[src/rtl/ov_accumulator.sv]
// Signed running accumulator with per-add overflow pulse, sticky flag, saturating event
// counter and optional halt-on-overflow. Define OV_ACC_SATURATE_EN to clamp acc on overflow.
module ov_accumulator #(
  parameter int WIDTH      = 8,
  parameter int CNT_W      = 4,
  parameter int HALT_ON_OV = 1
) (
  input  logic             clk,
  input  logic             rst_n,
  input  logic             clear,
  input  logic             in_valid,
  input  logic [WIDTH-1:0] in_data,
  output logic             in_ready,
  output logic [WIDTH-1:0] acc,
  output logic             out_valid,
  output logic             ov_pulse,
  output logic             ov_flag,
  output logic [CNT_W-1:0] ov_count,
  output logic             fault
);

  typedef enum logic [0:0] {
    ST_RUN   = 1'b0,
    ST_FAULT = 1'b1
  } state_t;

  localparam logic HALT_EN = (HALT_ON_OV != 32'sd0);

  state_t           state_r;
  state_t           state_nxt_s;
  logic             fault_r;
  logic             in_ready_s;
  logic             accept_s;
  logic             ov_s;
  logic [WIDTH-1:0] sum_s;
  logic [WIDTH-1:0] acc_nxt_s;
  logic [WIDTH-1:0] acc_r;
  logic             out_valid_r;
  logic             ov_pulse_r;
  logic             ov_flag_r;
  logic [CNT_W-1:0] ov_count_r;

  // Two operands of equal sign whose sum flips sign is the only overflow case.
  function automatic logic ov_detect(input logic a, input logic b, input logic s);
    return (a & b & ~s) | (~a & ~b & s);
  endfunction

  // Input handshake: only RUN accepts, and never in a clear cycle.
  always_comb begin
    in_ready_s = 1'b0;
    case (state_r)
      ST_RUN:   in_ready_s = ~clear;
      ST_FAULT: in_ready_s = 1'b0;
      default:  in_ready_s = 1'b0;
    endcase
  end

  // Adder, overflow decision and the value acc will take on accept.
  always_comb begin
    sum_s     = acc_r + in_data;
    ov_s      = ov_detect(acc_r[WIDTH-1], in_data[WIDTH-1], sum_s[WIDTH-1]);
    accept_s  = in_valid & in_ready_s;
    acc_nxt_s = sum_s;
`ifdef OV_ACC_SATURATE_EN
    // On overflow both operand signs agree, so acc's sign picks the clamp direction.
    if (ov_s) begin
      if (acc_r[WIDTH-1]) begin
        acc_nxt_s = {1'b1, {(WIDTH-1){1'b0}}};
      end else begin
        acc_nxt_s = {1'b0, {(WIDTH-1){1'b1}}};
      end
    end else begin
      acc_nxt_s = sum_s;
    end
`endif
  end

  // FSM next state: clear always returns to RUN.
  always_comb begin
    state_nxt_s = state_r;
    case (state_r)
      ST_RUN: begin
        if (clear) begin
          state_nxt_s = ST_RUN;
        end else if (accept_s && ov_s && HALT_EN) begin
          state_nxt_s = ST_FAULT;
        end else begin
          state_nxt_s = ST_RUN;
        end
      end
      ST_FAULT: begin
        if (clear) begin
          state_nxt_s = ST_RUN;
        end else begin
          state_nxt_s = ST_FAULT;
        end
      end
      default: state_nxt_s = ST_RUN;
    endcase
  end

  // State register with a registered copy of the FAULT decode.
  always_ff @(posedge clk or negedge rst_n) begin
    if (!rst_n) begin
      state_r <= ST_RUN;
      fault_r <= 1'b0;
    end else begin
      state_r <= state_nxt_s;
      fault_r <= (state_nxt_s == ST_FAULT);
    end
  end

  // Accumulator, result pulses, sticky flag and saturating event counter.
  always_ff @(posedge clk or negedge rst_n) begin
    if (!rst_n) begin
      acc_r       <= '0;
      out_valid_r <= 1'b0;
      ov_pulse_r  <= 1'b0;
      ov_flag_r   <= 1'b0;
      ov_count_r  <= '0;
    end else if (clear) begin
      acc_r       <= '0;
      out_valid_r <= 1'b0;
      ov_pulse_r  <= 1'b0;
      ov_flag_r   <= 1'b0;
      ov_count_r  <= '0;
    end else begin
      out_valid_r <= accept_s;
      ov_pulse_r  <= accept_s & ov_s;
      if (accept_s) begin
        acc_r <= acc_nxt_s;
      end
      if (accept_s && ov_s) begin
        ov_flag_r <= 1'b1;
        if (!(&ov_count_r)) begin
          ov_count_r <= ov_count_r + CNT_W'(1'b1);
        end
      end
    end
  end

  assign in_ready  = in_ready_s;
  assign acc       = acc_r;
  assign out_valid = out_valid_r;
  assign ov_pulse  = ov_pulse_r;
  assign ov_flag   = ov_flag_r;
  assign ov_count  = ov_count_r;
  assign fault     = fault_r;

endmodule

[config.mk]
export PLATFORM = sky130hd
export DESIGN_NAME = ov_accumulator
export DESIGN_NICKNAME = d
export VERILOG_FILES = /design/src/rtl/ov_accumulator.sv
export SDC_FILE = /design/constraint.sdc
export NUM_CORES = 1
export LEC_CHECK = 0
export CAP_MARGIN = 20
export CORE_UTILIZATION = 40
export CTS_CLUSTER_SIZE = 10
export DETAILED_ROUTE_END_ITERATION = 8
export GPL_ROUTABILITY_DRIVEN = 0
export PLACE_DENSITY_LB_ADDON = 0.08
export SETUP_SLACK_MARGIN = 0.4
export SLEW_MARGIN = 20
export SYNTH_ARGS = -nofsm -noshare
export SYNTH_HDL_FRONTEND = slang
export SYNTH_SLANG_ARGS = --single-unit
export TNS_END_PERCENT = 5
[constraint.sdc]
create_clock -name clk -period 2.5 [get_ports clk]
set_input_delay 0.5 -clock clk [delete_from_list [all_inputs] [get_ports clk]]
set_output_delay 0.5 -clock clk [all_outputs]
set_load 0.05 [all_outputs]
==> flow_summary.rst, run 1 <==
.. list-table::
   :header-rows: 1

   * - Metric
     - Value
   * - Total power consumption of the routed design
     - 0.00116 W
   * - Combined flip-flop and latch cell area
     - 409 um^2
   * - Outcome
     - complete, no violations
   * - Number of slew-limit violations in the final report
     - 0
   * - Maximum number of pins on one net before global-route repair
     - 17
   * - Overall die area
     - 2760 um^2
   * - Clock tree skew after final layout
     - 0.00913 ns
   * - Number of I/O pins
     - 29
   * - Share of Yosys cell area claimed by the top area cell type
     - 39.2%
   * - Final critical delay including setup and external delays
     - 2.11 ns
   * - Register area share after synthesis
     - 39.2%
   * - Final non-filler cell total
     - 174
   * - Period utilization
     - 84.5%
   * - Slowest-stage cell, CP
     - mux2_4
   * - Cell count after placement
     - 165
   * - Number of buffers added on ports
     - 28
   * - Final setup viols
     - 0
   * - Yosys cell types
     - 33
   * - Gr ovfl total
     - 0
   * - Number of detailed-route iterations in the first pass
     - 4
   * - Number of levels the H-tree was split into
     - 1
   * - Overall die width
     - 52.5 um
   * - CTS tree
     - done
   * - Fillers
     - 182
   * - Hold Worst Slack
     - 0.549 ns
   * - Post-synth net total
     - 124
   * - Buffering stage count on the worst path with inverters included
     - 1
   * - Hold WC Path Type
     - reg -> reg
   * - Clock root buffer
     - clkbuf_4
   * - Maximum single-stage delay on the critical path
     - 0.29 ns
   * - Diode insertion count for antenna repair
     - 0
   * - Initial standard-cell utilization of the core
     - 44.0%
   * - Top cell type by total area after synthesis
     - dfrtp_1
   * - Critical-path maximum fanout
     - 4
   * - Slew of the pin with the lowest slew margin
     - 0.772 ns
   * - Commonest cells after routing, fill and taps aside
     - clkdlybuf4s50_1 (20), buf_4 (15), dfrtp_1 (9)
   * - Synth Instances
     - 101
   * - WL/cell
     - 14.9 um
   * - Worst voltage drop across the vdd grid
     - 0.521 mV
   * - Worst Setup Path Type
     - in -> reg
   * - Placed wire-length estimate
     - 1.80 mm
   * - Core Region
     - 2320 um^2
   * - Maximum clock frequency
     - 0.473 GHz
   * - Chip height
     - 52.5 um
   * - CP Cell Sequence
     - clkdlybuf4s15_2, ha_4, a211oi_4, o211ai_2, a21o_1, and3_4, o211a_1, mux2_4
   * - Global-route wire length before repair
     - 4.31 mm
   * - Initial antenna violation count
     - 0
   * - Dominant delay contributor by cell family on the critical path
     - compound AO/OA/AOI/OAI gates
   * - Clock slew seen by the registers of the worst setup and hold paths
     - 0.10 ns
   * - Most common library cell in the layout ignoring fill and taps
     - clkdlybuf4s50_1
   * - Area delta synth->final
     - 58.7%
   * - Sort of element at the start of the critical path
     - input pin
   * - Number of flip-flops and latches in the synthesized netlist
     - 16
   * - Number of buffers on the longest clock path
     - 2
   * - Row cnt
     - 17
   * - Max-slew headroom at the worst pin
     - 48.4%
   * - Number of hold-slack violations in the final timing report
     - 0
   * - Netlist Area Pre-Place
     - 1020 um^2
   * - Global-route total usage across every layer
     - 22.0%
   * - Post-DRT Antenna Nets
     - 0
   * - Dominant cells by area after synthesis
     - dfrtp_1 (39%), ha_1 (12%), nand3b_1 (5.1%)
   * - Residual DRC count
     - 0
   * - Total power per unit cell area
     - 715 nW/um^2
   * - RSZ-0062 raised after global routing
     - yes
   * - Worst-skew pair later-pin latency
     - 0.29 ns
   * - Endpoint required time on the critical path
     - 2.68 ns
   * - Number of buffers created by CTS
     - 3
   * - Endpoint kind of the worst setup timing path
     - flop
   * - Max-Cap Viols
     - 0
   * - Final Net Count
     - 170
   * - Via-per-instance ratio
     - 5.17
   * - Ratio of cells with drive above 1 in the final layout
     - 33.6%
   * - Sinks on Clock Net
     - 16
   * - Static power due to leakage
     - 0.732 nW
   * - Total detailed-routing wirelength
     - 2.59 mm
   * - Multi-input combinational cell area
     - 716 um^2
   * - Detailed-route via count
     - 900
   * - Fin util
     - 69.9%
   * - Synthesis Warnings
     - 0
   * - Signal arrival time at the worst endpoint
     - 2.29 ns
   * - Number of DRC markers in iteration 0
     - 9
   * - Vias in the first global route
     - 959
   * - Mean cell area of the mapped netlist
     - 10.1 um^2
## synth_stat cells
| library cell | n |
|---|---|
| and3_4 | 1 |
| mux2i_1 | 1 |
| mux2_1 | 1 |
| a21oi_1 | 7 |
| xnor2_1 | 3 |
| nand2b_1 | 2 |
| mux2_2 | 1 |
| a21o_2 | 1 |
| nor2_1 | 5 |
| nand3b_1 | 7 |
| a31oi_1 | 1 |
| o21ai_0 | 9 |
| nor2b_1 | 2 |
| ha_1 | 10 |
| o211a_1 | 1 |
| xor2_1 | 2 |
| nand3_1 | 1 |
| o21bai_1 | 1 |
| o22ai_1 | 1 |
| a211oi_2 | 1 |
| o211ai_2 | 2 |
| and3_1 | 1 |
| fa_1 | 1 |
| dfrtp_1 | 16 |
| inv_1 | 8 |
| o211ai_1 | 1 |
| clkbuf_1 | 2 |
| a21boi_2 | 1 |
| mux2_4 | 1 |
| nand2_1 | 6 |
| or3_1 | 1 |
| o21ai_2 | 1 |
| a21o_1 | 2 |
## power breakdown
part	leakage, nW	switching, W	internal [W]	total [W]
clock network	0.0150	0.0000907	0.0000620	0.000153
logic	0.512	0.000362	0.000297	0.000659
registers	0.205	0.0000446	0.000303	0.000347
## area by class of cell
cell class / count / share of cell area (%)
flip-flops and latches: 16 / 25.3
multi-input cells: 75 / 44.2
repair buffers: 43 / 24.9
well taps: 28 / 2.16
inverters: 8 / 1.85
clock buffers: 4 / 1.62
## metal layers
layer | global-route usage [%] | vias up | wire [um]
met2 | 38.8 | 19 | 1300
met1 | 27.6 | 432 | 1180
met3 | 3.48 | 4 | 83
li1 | - | 445 | -
met4 | 5.26 | 0 | 20
met5 | 0 | - | 0
## final timing paths
check | from | endpoint | slack [ns] | cells past startpoint
setup / recovery | in_data[1] | ov_count[3]$_DFFE_PN0P_ | 0.39 | 8
hold / removal | ov_count[0]$_DFFE_PN0P_ | ov_count[0]$_DFFE_PN0P_ | 0.55 | 1
min in group asynchronous | rst_n | acc[1]$_DFFE_PN0P_ | 0.65 | 1
max in group asynchronous | rst_n | acc[6]$_DFFE_PN0P_ | 1.32 | 1
hold reg to reg | ov_count[0]$_DFFE_PN0P_ | ov_count[0]$_DFFE_PN0P_ | 0.55 | 1
setup reg to reg | acc[1]$_DFFE_PN0P_ | ov_count[3]$_DFFE_PN0P_ | 0.39 | 7
## registers in the layout, summed over array words and instances, names as in the netlist
| signal | cells |
|---|---|
| acc | 8 |
| ov_count | 4 |
| fault | 1 |
| out_valid | 1 |
| ov_flag | 1 |
| ov_pulse | 1 |
## through the flow
step | instance area (um^2) | setup TNS (ns) | worst slack [ns]
floorplan | 1090 | 0 | 0.386
global placement | 1480 | -0.590 | -0.147
detailed placement | 1480 | -0.971 | -0.224
CTS | 1560 | 0 | 0.353
global route | 1620 | 0 | 0.325
finish | 1620 | 0 | 0.387
## worst reg2reg max path, stage by stage (launching register included)
cell	delay [ns]
dfrtp_2	0.45
ha_4	0.24
a211oi_4	0.25
o211ai_2	0.13
a21o_1	0.21
and3_4	0.18
o211a_1	0.25
mux2_4	0.30
## cells by family (layout without fill, tap and decap cells)
group                      after synthesis  after routing  synth area share (%)
xor gates and xnor gates                 5              5                  4.29
adders and majority gates               11             11                  14.2
AOI/OAI and AO/OA                       29             29                  19.5
and+or+nand+nor                         26             26                  14.5
buffers and inverters                   10             55                  3.68
DFF                                     16             16                  39.2
muxes                                    4              4                  4.66
## timing repair
item,4_1_cts,5_1_grt
hold buffers,0,0
setup endpoints to repair,8,8
pin swaps,11,8
buffers inserted,3,2
resized for setup,14,6
Power figures use the tool's default switching activity.
==> run 2: changes to the inputs <==
clock period = 2.04 ns   (was 2.5 ns; I/O delays follow)
==> flow_summary.rst, run 2 (same netlist as run 1, synthesis figures left out) <==
.. list-table::
   :header-rows: 1

   * - Metric
     - Value
   * - Max-slew headroom at the worst pin
     - 66.6% (+18 points)
   * - Number of buffers created by CTS
     - 3 (unchanged)
   * - Total power consumption of the routed design
     - 0.00141 W (+21%)
   * - Initial standard-cell utilization of the core
     - 44.0% (unchanged)
   * - Signal arrival time at the worst endpoint
     - 2.29 ns (about the same)
   * - Clock root buffer
     - clkbuf_4
   * - Max-Cap Viols
     - 0 (unchanged)
   * - Outcome
     - finished with violations
   * - Static power due to leakage
     - 0.752 nW (+2.7%)
   * - Final Net Count
     - 173 (+1.8%)
   * - Violated checks
     - setup timing
   * - Worst-skew pair later-pin latency
     - 0.29 ns (about the same)
   * - Global-route wire length before repair
     - 4.26 mm (-1.3%)
   * - Number of buffers on the longest clock path
     - 2 (unchanged)
   * - Worst voltage drop across the vdd grid
     - 0.648 mV (+24%)
   * - Overall die area
     - 2760 um^2 (unchanged)
   * - Diode insertion count for antenna repair
     - 0 (unchanged)
   * - Overall die width
     - 52.5 um (unchanged)
   * - Maximum clock frequency
     - 0.473 GHz
   * - WL/cell
     - 14.7 um (-1.2%)
   * - Commonest cells after routing, fill and taps aside
     - clkdlybuf4s50_1 (20), buf_4 (18), dfrtp_1 (9)
   * - Number of I/O pins
     - 29 (unchanged)
   * - Most common library cell in the layout ignoring fill and taps
     - clkdlybuf4s50_1
   * - Residual DRC count
     - 0 (unchanged)
   * - Number of hold-slack violations in the final timing report
     - 0 (unchanged)
   * - Endpoint kind of the worst setup timing path
     - flop
   * - Sinks on Clock Net
     - 16 (unchanged)
   * - Start point of the critical path
     - acc[1]$_DFFE_PN0P_
   * - Final sum of negative setup slack
     - -0.178 ns (-0.178 ns)
   * - Clock slew seen by the registers of the worst setup and hold paths
     - 0.11 ns (about the same)
   * - RSZ-0062 raised after global routing
     - yes
   * - Core Region
     - 2320 um^2 (unchanged)
   * - Sort of element at the start of the critical path
     - flop
   * - Final setup viols
     - 3 (+3)
   * - Initial antenna violation count
     - 0 (unchanged)
   * - Worst Setup Path Type
     - reg -> reg
   * - Detailed-route via count
     - 919 (+2.1%)
   * - Gr ovfl total
     - 0 (unchanged)
   * - Via-per-instance ratio
     - 5.19 (+0.38%)
   * - Post-DRT Antenna Nets
     - 0 (unchanged)
   * - CTS tree
     - done
   * - Worst slack after detailed placement
     - -0.569 ns (-0.345 ns)
   * - Maximum number of pins on one net before global-route repair
     - 17 (unchanged)
   * - Hold WC Path Type
     - in -> async
   * - Worst Setup Slack, final
     - -0.0745 ns (-0.462 ns)
   * - Slew of the pin with the lowest slew margin
     - 0.500 ns (-0.272 ns)
   * - Area delta synth->final
     - 59.7%
   * - Total detailed-routing wirelength
     - 2.61 mm (+0.54%)
   * - RR Startpoint
     - acc[1]$_DFFE_PN0P_
   * - Number of DRC markers in iteration 0
     - 17 (+8)
   * - Placed wire-length estimate
     - 1.86 mm (+3.1%)
   * - Ratio of cells with drive above 1 in the final layout
     - 33.6% (about the same)
   * - Total power per unit cell area
     - 863 nW/um^2 (+21%)
   * - Number of buffers added on ports
     - 28 (unchanged)
   * - Chip height
     - 52.5 um (unchanged)
   * - Vias in the first global route
     - 964 (+0.52%)
   * - Endpoint required time on the critical path
     - 2.22 ns (-0.46 ns)
   * - Number of detailed-route iterations in the first pass
     - 6 (+2)
   * - Global-route total usage across every layer
     - 21.7% (-0.26 points)
   * - Fin util
     - 70.3% (+0.43 points)
   * - Period utilization
     - 104%
   * - Clock tree skew after final layout
     - 0.0122 ns (+0.00308 ns)
   * - Number of slew-limit violations in the final report
     - 0 (unchanged)
   * - Largest register FFs
     - 8 (unchanged)
   * - Number of levels the H-tree was split into
     - 1 (unchanged)
   * - Critical-path maximum fanout
     - 4 (unchanged)
   * - Final critical delay including setup and external delays
     - 2.11 ns
   * - Row cnt
     - 17 (unchanged)
run 2: cell types whose count changed in the layout (fill, tap and decap cells not counted), sizes merged:
cell / delta
buf: +4
clkdlybuf4s15: -1
run 2: layout make-up:
type,instances,area [um^2]
multi-input cells,75,709
clock buffers,4,26.3
repair buffers,46,420
inverters,8,30.0
fillers,177,688
well taps,28,35.0
flip-flops and latches,16,409
run 2: worst max-delay path, stage by stage (launching register included):
cell,delay (ns)
dfrtp_2,0.44
ha_4,0.23
a211oi_4,0.23
o211ai_2,0.12
a21o_1,0.22
and3_4,0.22
o211a_1,0.23
mux2_4,0.30
run 2: per-layer routing:
| layer | routed length (um) | track usage (%) | vias to the layer above |
|---|---|---|---|
| met3 | 73 | 3.48 | 2 |
| li1 | - | - | 450 |
| met2 | 1390 | 39.2 | 22 |
| met1 | 1120 | 26.0 | 445 |
| met5 | 0 | 0 | - |
| met4 | 14 | 6.58 | 0 |
run 2: worst paths after layout:
path                       slack (ns)  cells after the start                 endpoint
setup / recovery                -0.07                      7  ov_count[3]$_DFFE_PN0P_
hold / removal                   0.43                      2       acc[1]$_DFFE_PN0P_
setup reg to reg                -0.07                      7  ov_count[3]$_DFFE_PN0P_
hold reg to reg                  0.53                      1  ov_count[0]$_DFFE_PN0P_
max in group asynchronous        1.39                      2       acc[6]$_DFFE_PN0P_
min in group clk                 0.53                      1  ov_count[0]$_DFFE_PN0P_
run 2: per-stage QoR:
step / cells / cell area [um^2] / hold WS, ns
2_1_floorplan: 101 / 1090 / 0.112
3_3_place_gp: 170 / 1520 / 0.513
3_5_place_dp: 170 / 1520 / 0.525
4_1_cts: 176 / 1590 / 0.441
5_1_grt: 177 / 1630 / 0.454
6_report: 177 / 1630 / 0.431
run 2: report_power, final:
part	internal (W)	switching, W
registers	0.000371	0.0000522
logic	0.000360	0.000441
clock network	0.0000760	0.000106
total	0.000807	0.000600
run 2: timing repair:
action	CTS	global route
pin swaps	17	13
setup endpoints to repair	28	28
setup buffers	2	1
hold buffers	0	0
gates resized for setup	16	7
==> edit 1 (settings of run 1) <==
Add a define of `OV_ACC_SATURATE_EN`.
--- a/src/rtl/ov_accumulator.sv
+++ b/src/rtl/ov_accumulator.sv
@@ -1,5 +1,7 @@
 // Signed running accumulator with per-add overflow pulse, sticky flag, saturating event
 // counter and optional halt-on-overflow. Define OV_ACC_SATURATE_EN to clamp acc on overflow.
+`define OV_ACC_SATURATE_EN
+
 module ov_accumulator #(
   parameter int WIDTH      = 8,
   parameter int CNT_W      = 4,
Behaviour: not the same (Yosys sat finds a counterexample within 4 cycles, from zero or initial values and one cycle with rst_n low).
==> edit 1 against run 1 <==
- via count rose by 26%
- clock skew fell by 0.0062 ns
- total power rose by 43%
- synthesized area rose by 13%
- clock power rose by 18%
- core utilization fell by 4.1 points
- routed wire length rose by 16%
- die area rose by 12%
- sequential share of layout area fell by 2.4 points
- sequential cell count did not move
- setup slack improved by 0.023 ns
- design area rose by 11%
- final cell count rose by 17%
- critical path type unchanged
- critical endpoint is now ov_count[2]
- largest power group unchanged
==> edit 1: results <==
{
  "grt_pass1_vias": 1073,
  "relSlewSlack_pct": 49.4,
  "synth.area.top_cells": "dfrtp_1 35%, ha_1 11%, mux2i_1 5.2%",
  "drt_wl_total_mm": 3.00,
  "wl_met1_mm": 1.37,
  "fin_crit_sh_pct": 83.6,
  "inverters": 12,
  "r2r_slack_ns": 0.42,
  "path_delay_family": "multiplexers",
  "met3_usage_pct": 3.26,
  "yosys-mux-area-fraction_pct": 9.80,
  "leakagePower_uw": 0.000789,
  "endpoint": "ov_count[2]",
  "wl_met2_mm": 1.46,
  "synth_cell_types": 35,
  "multi_input_area_sq_um": 811,
  "nonClockBufferCount": 51,
  "grt_use_met1_pct": 27.8,
  "synth_area_per_cell_sq_um": 9.49,
  "grt_util_met2_pct": 34.9,
  "place_ws_ns": -0.188,
  "seq_share_pct": 22.8,
  "vias_per_cell": 5.55,
  "synth.yosys.seq_area_share_pct": 34.9,
  "fin_area_sq_um": 1800,
  "num-fill-cells": 245,
  "grt_first_pass_wirelength_mm": 5.13,
  "p_total_uw": 1660,
  "multi_input_gates": 90,
  "grt.total_usage_pct": 21.2,
  "synth_fa_ha_area_share_pct": 12.6,
  "r2r_cells": 8,
  "drt-initial-drc-count": 22,
  "clkPwrFrac_pct": 10.9,
  "buffer_area_share_pct": 25.4,
  "p_sw_uw": 722,
  "drive_gt1_share_pct": 33.5,
  "clk_share_pct": 2.02,
  "synth_nets": 144,
  "grt_max_degree": 17,
  "synthXorXnorAreaFrac_pct": 3.05,
  "status": "complete, no violations",
  "dp_hpwl_mm": 2.25,
  "place_area_sq_um": 1710,
  "critical_path.max_stage_delay_ns": 0.34,
  "finalClockSkew_ns": 0.00289,
  "dr_wl_met3_um": 104,
  "slowest_stage": "mux2_2",
  "seqPwrFrac_pct": 23.5,
  "synth_compound_area_share_pct": 20.4,
  "synth_common_cells": "16 x dfrtp_1, 12 x inv_1, 11 x nand2_1, 10 x ha_1"
}
==> edit 1: worst reg2reg max path: stages (launching register included) <==
cell and delay, ns:
dfrtp_2 0.45, ha_4 0.29, a211oi_4 0.06, buf_4 0.13, o211ai_1 0.14, o211a_1 0.23
buf_6 0.13, mux2i_1 0.19, mux2_2 0.34
==> edit 1: how the worst min path moves through the flow <==
stage	start	to	slack [ns]	cells after the start
4_1_cts	ov_flag	ov_flag	0.54	2
6_report	ov_flag	ov_flag	0.54	2
5_1_grt	ov_flag	ov_flag	0.57	2
2_1_floorplan	rst_n	acc[0]	0.20	0
3_3_place_gp	acc[0]	acc[0]	0.51	2
3_5_place_dp	ov_flag	ov_flag	0.53	2
==> edit 1: timing repair <==
action / CTS / global route
buffers inserted: 4 / 0
gates resized for setup: 18 / 0
setup endpoints to repair: 14 / 16
pin swaps: 9 / 3
==> edit 2 (flow settings as in run 1) <==
Without the edit above. Reset style: synchronous (`rst_n`), changed in 2 clocked blocks.
--- a/src/rtl/ov_accumulator.sv
+++ b/src/rtl/ov_accumulator.sv
@@ -100,7 +100,7 @@
   end
 
   // State register with a registered copy of the FAULT decode.
-  always_ff @(posedge clk or negedge rst_n) begin
+  always_ff @(posedge clk) begin
     if (!rst_n) begin
       state_r <= ST_RUN;
       fault_r <= 1'b0;
@@ -111,7 +111,7 @@
   end
 
   // Accumulator, result pulses, sticky flag and saturating event counter.
-  always_ff @(posedge clk or negedge rst_n) begin
+  always_ff @(posedge clk) begin
     if (!rst_n) begin
       acc_r       <= '0;
       out_valid_r <= 1'b0;
Behaviour: differs if rst_n is asserted again (counterexample within 4 cycles, from zero or initial values and one cycle with rst_n low); with rst_n held inactive, the same outputs for 10 cycles.
==> edit 2 against run 1 <==
- count of clock-buffer cells in the layout stayed put
- via count up 8.1%
- routed wire length decreased by 4.7%
- clock skew about the same
- setup slack worse by 0.040 ns
- sequential cell count stayed put
- synthesized area decreased by 4.3%
- fmax decreased by 1.8%
- non-clock buffer count is 7 higher
- design area decreased by 1.0%
Power is not compared: it rests on default switching activity, and its combinational part moved more than twofold at a synthesized area within 25%.
==> edit 2: results <==
{
  "hold_end": "ov_flag",
  "place_ws_ns": -0.284,
  "synth.area.top_cells": "dfxtp_1 33%, ha_1 13%, nand2_1 6.1%",
  "synthFlopType": "dfxtp_1",
  "synth_nets": 133,
  "fin_area_sq_um": 1600,
  "place_area_sq_um": 1470,
  "dp_hpwl_mm": 1.85,
  "synth_cells": 110,
  "grt_use_met1_pct": 25.1,
  "r2r_start": "acc[1]",
  "vias_per_cell": 5.18,
  "critical_path.max_stage_delay_ns": 0.37,
  "finalCriticalPeriod_ns": 2.15,
  "grt.total_usage_pct": 21.0,
  "drive_gt1_share_pct": 36.3,
  "min-delay-start": "ov_flag",
  "grt_util_met2_pct": 36.8,
  "placedCellCount": 175,
  "dr_wl_met3_um": 89,
  "wl_met1_mm": 1.16,
  "async_flop_share_pct": 0,
  "ctsResizeCount": 25,
  "synth.yosys.seq_area_share_pct": 32.8,
  "first_pass_iters": 4,
  "grt_pass1_vias": 984,
  "finalClockSkew_ns": 0.00912,
  "r2r_slack_ns": 0.35,
  "crit_start": "acc[1]",
  "clk_latency_ns": 0.29,
  "holdWs_ns": 0.482,
  "grt_max_degree": 13,
  "status": "complete, no violations",
  "routedWlPerCell_um": 13.1,
  "synth_common_cells": "16 x dfxtp_1, 16 x nand2_1, 10 x a21oi_1, 10 x ha_1, 6 x nor2_1",
  "drt-initial-drc-count": 7,
  "slowest_stage": "dfxtp_4",
  "synth_cell_types": 37,
  "num-fill-cells": 190,
  "fin_cells": 188,
  "endpoint": "fault"
}
## edit 2: changes by cell type after synthesis, sizes merged, moves of 3 or more
cell	before	now
mux2	3	0
nand2	6	16
dfrtp	16	0
a22o	0	3
inv	8	3
nand3b	7	1
dfxtp	0	16
a21oi	7	10
a211oi	1	4
o21ai	10	3
## edit 2: logic make-up (layout without fill, tap and decap cells)
kind of cell	Yosys count	after routing	synth area share, %
AND/OR/NAND/NOR	38	38	19.7
XOR/XNOR	5	5	4.48
adder cells (fa/ha/maj)	11	11	14.9
multiplexers	3	3	3.07
AO/OA/AOI/OAI	30	30	22.4
flip-flops	16	16	32.8
buffers and inverters	7	57	2.69
## edit 2: cell type report
cell class | instances | area share, %
clock buffer | 4 | 1.64
sequential | 16 | 20.9
multi-input combinational | 87 | 47.0
inverter | 3 | 0.702
tap | 28 | 2.18
timing repair buffer | 50 | 27.5
